## config.mk

```make
export PLATFORM = sky130hd
export DESIGN_NAME = fifo_stream_reader
export DESIGN_NICKNAME = d
export VERILOG_FILES = /design/src/rtl/stream_out_buffer.sv /design/src/rtl/fifo_stream_reader.sv
export SDC_FILE = /design/constraint.sdc
export NUM_CORES = 1
export LEC_CHECK = 0
export BUFFER_PORTS_ARGS = -buffer_cell sky130_fd_sc_hd__buf_2
export CAP_MARGIN = 20
export CELL_PAD_IN_SITES_DETAIL_PLACEMENT = 0
export CELL_PAD_IN_SITES_GLOBAL_PLACEMENT = 2
export CORE_MARGIN = 1
export CORE_UTILIZATION = 43
export DETAILED_ROUTE_END_ITERATION = 7
export GPL_ROUTABILITY_DRIVEN = 0
export GPL_TIMING_DRIVEN = 0
export PLACE_DENSITY_LB_ADDON = 0.1
export SYNTH_ARGS = -nofsm -noshare
export SYNTH_HDL_FRONTEND = slang
export SYNTH_SLANG_ARGS = --single-unit
```

## constraint.sdc

```tcl
create_clock -name clk -period 3.7 [get_ports clk]
set_input_delay 0.37 -clock clk [delete_from_list [all_inputs] [get_ports clk]]
set_output_delay 0.37 -clock clk [all_outputs]
set_load 0.01 [all_outputs]
```

## src/rtl/stream_out_buffer.sv

```systemverilog
// rtl/stream_out_buffer.sv - parameterised register FIFO with push, pop, head and count
module stream_out_buffer #(
    parameter int DEPTH      = 3,
    parameter int DATA_WIDTH = 8,
    localparam int CNT_W     = $clog2(DEPTH + 1),
    localparam int PTR_W     = $clog2(DEPTH)
) (
    input  logic                  clk,
    input  logic                  srst,
    input  logic                  push,
    input  logic [DATA_WIDTH-1:0] push_data,
    input  logic                  pop,
    output logic [DATA_WIDTH-1:0] head_data,
    output logic [CNT_W-1:0]      count
);

    logic [DATA_WIDTH-1:0] mem [DEPTH];
    logic [PTR_W-1:0]      head;
    logic [PTR_W-1:0]      tail;
    logic                  do_push;
    logic                  do_pop;

    // DEPTH need not be a power of two, so wrap by compare rather than overflow
    function automatic logic [PTR_W-1:0] wrap_inc(input logic [PTR_W-1:0] p);
        return (p == PTR_W'(DEPTH - 1)) ? '0 : p + PTR_W'(1);
    endfunction

    // A pop of the head frees a slot, so a push into a full buffer is allowed alongside it
    always_comb begin
        do_pop  = pop && (count != '0);
        do_push = push && ((count != CNT_W'(DEPTH)) || do_pop);
    end

    // Storage, pointers and occupancy
    always_ff @(posedge clk) begin
        if (srst) begin
            head  <= '0;
            tail  <= '0;
            count <= '0;
            for (int i = 0; i < DEPTH; i++) begin
                mem[i] <= '0;
            end
        end else begin
            if (do_push) begin
                mem[tail] <= push_data;
                tail      <= wrap_inc(tail);
            end
            if (do_pop) begin
                head <= wrap_inc(head);
            end
            if (do_push && !do_pop) begin
                count <= count + CNT_W'(1);
            end else if (!do_push && do_pop) begin
                count <= count - CNT_W'(1);
            end
        end
    end

    assign head_data = mem[head];

endmodule

```

## src/rtl/fifo_stream_reader.sv

```systemverilog
// rtl/fifo_stream_reader.sv - credit-based read adapter from sync_fifo to a valid/ready stream
module fifo_stream_reader #(
    parameter int DATA_WIDTH   = 8,
    parameter int READ_LATENCY = 1,
    localparam int BUF_DEPTH   = READ_LATENCY + 2,
    localparam int CNT_W       = $clog2(READ_LATENCY + 3)
) (
    input  logic                  clk,
    input  logic                  srst,
    input  logic                  fifo_empty,
    input  logic [DATA_WIDTH-1:0] fifo_dout,
    output logic                  fifo_rd_en,
    output logic [DATA_WIDTH-1:0] m_data,
    output logic                  m_valid,
    input  logic                  m_ready,
    output logic [CNT_W-1:0]      buf_count
);

    if (DATA_WIDTH < 1) begin : g_bad_width
        $fatal(1, "fifo_stream_reader: DATA_WIDTH must be >= 1");
    end
    if (READ_LATENCY < 1 || READ_LATENCY > 4) begin : g_bad_latency
        $fatal(1, "fifo_stream_reader: READ_LATENCY must be in 1..4");
    end

    logic [READ_LATENCY-1:0] pend;
    logic [CNT_W-1:0]        inflight;
    logic [CNT_W:0]          credit_sum;
    logic                    capture;
    logic                    pop;

    // Count reads issued whose data has not yet reached the buffer
    always_comb begin
        inflight = '0;
        for (int i = 0; i < READ_LATENCY; i++) begin
            inflight = inflight + CNT_W'(pend[i]);
        end
    end

    // Issue only when every outstanding word is guaranteed a buffer slot; m_ready is not involved
    always_comb begin
        credit_sum = {1'b0, inflight} + {1'b0, buf_count};
        fifo_rd_en = !srst && !fifo_empty && (credit_sum < (CNT_W + 1)'(BUF_DEPTH));
    end

    // Shift the read strobe down the latency pipe; the MSB lines up with valid fifo_dout
    always_ff @(posedge clk) begin
        if (srst) begin
            pend <= '0;
        end else begin
            pend <= READ_LATENCY'({pend, fifo_rd_en});
        end
    end

    assign capture = pend[READ_LATENCY-1];
    assign m_valid = (buf_count != '0);
    assign pop     = m_valid && m_ready;

    stream_out_buffer #(
        .DEPTH      (BUF_DEPTH),
        .DATA_WIDTH (DATA_WIDTH)
    ) u_buf (
        .clk       (clk),
        .srst      (srst),
        .push      (capture),
        .push_data (fifo_dout),
        .pop       (pop),
        .head_data (m_data),
        .count     (buf_count)
    );

`ifdef DEBUG
    logic                  hold_q;
    logic [DATA_WIDTH-1:0] hold_data_q;

    // Remember a stalled beat so the next cycle can confirm the data did not move
    always_ff @(posedge clk) begin
        if (srst) begin
            hold_q      <= 1'b0;
            hold_data_q <= '0;
        end else begin
            hold_q      <= m_valid && !m_ready;
            hold_data_q <= m_data;
        end
    end

    // Protocol checks on the FIFO side and the stream side
    always_ff @(posedge clk) begin
        if (!srst) begin
            assert (!(fifo_rd_en && fifo_empty))
                else $error("fifo_stream_reader: read issued while FIFO empty");
            assert (!(capture && (buf_count == CNT_W'(BUF_DEPTH))))
                else $error("fifo_stream_reader: capture into full buffer");
            assert (!hold_q || (m_data == hold_data_q))
                else $error("fifo_stream_reader: m_data changed while stalled");
        end
    end
`endif

endmodule

```

==> results.yml <==
run_status:
  outcome: "finished clean"
power_and_ir_drop:
  p_clk_share_pct: 26.8
  pwr-share-seq_pct: 51.2
  power_density_mw_per_mm2: 546.7
  p_switching_w: 0.0002989
  peakVddDrop_mv: 0.3623
  p_comb_share_pct: 21.9
  p_leak_nw: 0.7956
  p_sw_share_pct: 26.83
  power.internal_w: 0.0008153
yosys:
  ys_seq_elements: 41
  post-synth-top-area-cell: "edfxtp_1"
  ys_top_cells_by_area: "edfxtp_1 54%, dfxtp_1 10%, mux4_2 10%"
  syn_avg_cell_area_um2: 15.38
  synth_edf_count: 32
  ys_types: 32
  synth_warnings: 0
  synth_fp_nets: 130
  syn_area_mm2: 0.001769
  yosysTopAreaCellShare_pct: 54.31
  synthFlopType: "edfxtp_1"
  syn_inst: 115
  async_reset_ff_share_pct: 0
  ys_seq_area_share_pct: 64.50
die:
  io_pins: 24
  die_w_um: 66.15
  core-area_mm2: 0.003799
  die_y_um: 66.15
  start_util_pct: 46.57
  dieArea_mm2: 0.004375
  fp-row-count: 22
timing:
  setup_tns_ns: 0
  slew_headroom_pct: 40.33
  final_hold_viol_count: 0
  fin_ws_ns: 1.556
  setup_viol: 0
  finalMaxSlewViolations: 0
  period_needed_ns: 2.144
  tightest_slew_ns: 0.8932
  timing.fmax_mhz: 466.4
  rsz0062_at_grt: "no"
  fin_skew_ns: 0.005163
  fin_crit_sh_pct: 57.95
min_path:
  hp-class: "in2reg"
  hp-start: "fifo_empty"
  whs_endpoint: "capture$_SDFF_PP0_"
  hold-path-cell-count: 2
drt:
  routed_wirelength_um: 3027
  dr.pass1.iters: 4
  routedWlPerCell_um: 15.60
  ant_nets: 0
  drc: 0
  drt_iter0_markers: 67
  vias: 991
  routed_via_density: 5.108
clock_tree:
  cts_resized: 0
  cts-hold-fix-buffers: 0
  cts_root_buf: "clkbuf_8"
  clkTransAtPathRegs_ns: 0.08
  clk_latency_ns: 0.29
  cts_sinks: 41
  cts_tree: "built"
  postCtsSetupBuffers: 0
  htree_levels: 2
  cts_buffers: 5
  cts_buffer_depth: 2
place:
  dpl_worst_slack_ns: 1.733
  portBuffers: 23
critical_path:
  worstPathArrival_ns: 1.77
  reg2reg_to: "u_buf.count[1]$_SDFFE_PP0P_"
  cp-end-kind: "output port"
  worst-r2r-setup-slack_ns: 1.83
  cp_max_fo: 7
  ff2ff_path_depth: 6
  start_kind: "flop"
  path_class: "reg2out"
  required_ns: 3.33
  r2r-start: "u_buf.count[0]$_SDFFE_PP0P_"
finish:
  nets: 160
  final_common_cell: "edfxtp_1"
  layout_common_cells: "32 x edfxtp_1, 25 x buf_2, 24 x and2_1"
  antenna_cells: 0
  fin_util_pct: 53.66
  area_growth_pct: 15.20
  drive_above_1_share_pct: 31.51
global_route:
  grt_pass1_wl_um: 4892
  grt_pass1_vias: 1018
  grt_max_degree: 14
  grt_overflow: 0
  track_usage_pct: 16.54
  grt-busiest-layer: "met2"
  antenna_found_initial: 0
  grt.met2_usage_pct: 28.95
  met3_usage_pct: 5.690
  grt_util_met1_pct: 17.63
run:
  cap_violations: 0
[cell type report]
class                      count  area, um2
fill                         333       1760
sequential                    41       1141
multi-input combinational     68      595.6
timing repair buffer          23      115.1
clock buffer                   7      86.33
tap                           48      60.06
buffer                         5      28.78
clock inverter                 1      7.507
inverter                       1      3.754
[synth_stat cells, types with 2 or more instances]
master     count
o21bai_1       2
and2_1        24
ha_1           3
mux4_2         8
dfxtp_1        9
and4_1         2
a21oi_1        2
a2111oi_0      2
nand3_1        2
nor2_1         5
or3_1          2
edfxtp_1      32
buf_2          2
xor2_1         2
[cells by family after synthesis]
logic type | after synthesis | share of synthesized area [%]
buffers and inverters | 6 | 1.838
and+or+nand+nor | 43 | 14.99
muxes | 9 | 10.75
xor gates and xnor gates | 2 | 0.9903
DFF | 41 | 64.50
AOI/OAI and AO/OA | 11 | 4.809
adders and majority gates | 3 | 2.122
[layer usage]
layer	vias to the layer above	routed length, um
li1	492	-
met4	0	34
met1	475	1267
met5	-	0
met3	2	139
met2	22	1585
[critical path, cell delays in order (launching register included)]
cell	delay (ns)
dfxtp_1	0.48
ha_1	0.21
ha_1	0.23
a2111oi_0	0.37
buf_2	0.20
[how the worst max path moves through the flow]
stage	start	end	slack [ns]
finish	u_buf.count[0]$_SDFFE_PP0P_	fifo_rd_en	1.56
CTS	u_buf.count[0]$_SDFFE_PP0P_	fifo_rd_en	1.51
global route	u_buf.count[0]$_SDFFE_PP0P_	fifo_rd_en	1.41
global placement	m_ready	u_buf.count[1]$_SDFFE_PP0P_	1.78
detailed placement	m_ready	u_buf.count[1]$_SDFFE_PP0P_	1.73
floorplan	u_buf.count[0]$_SDFFE_PP0P_	fifo_rd_en	1.71
[through the flow]
step                instances  hold WS [ns]  power (W)  instance area (um2)
detailed placement        186        0.4977  0.0008313                 1944
global placement          186        0.4690  0.0008230                 1944
finish                    194        0.2705   0.001114                 2038
global route              194        0.2720   0.001177                 2038
CTS                       194        0.2574   0.001131                 2038
floorplan                 115        0.4500  0.0007480                 1769
[power by group through the flow]
stage,Combinational [W],Sequential [W],Clock [W]
floorplan,0.000169,0.000579,0
global placement,0.000243,0.000580,0
detailed placement,0.000249,0.000583,0
CTS,0.000250,0.000572,0.000309
global route,0.000275,0.000577,0.000325
finish,0.000245,0.000571,0.000299
[state kept, by name, summed over array words and instances, names as in the netlist, named ones only]
name / flops
u_buf.mem: 32
u_buf.count: 2
u_buf.head: 2
u_buf.tail: 2
capture: 1
(Power assumes the default switching activity.)
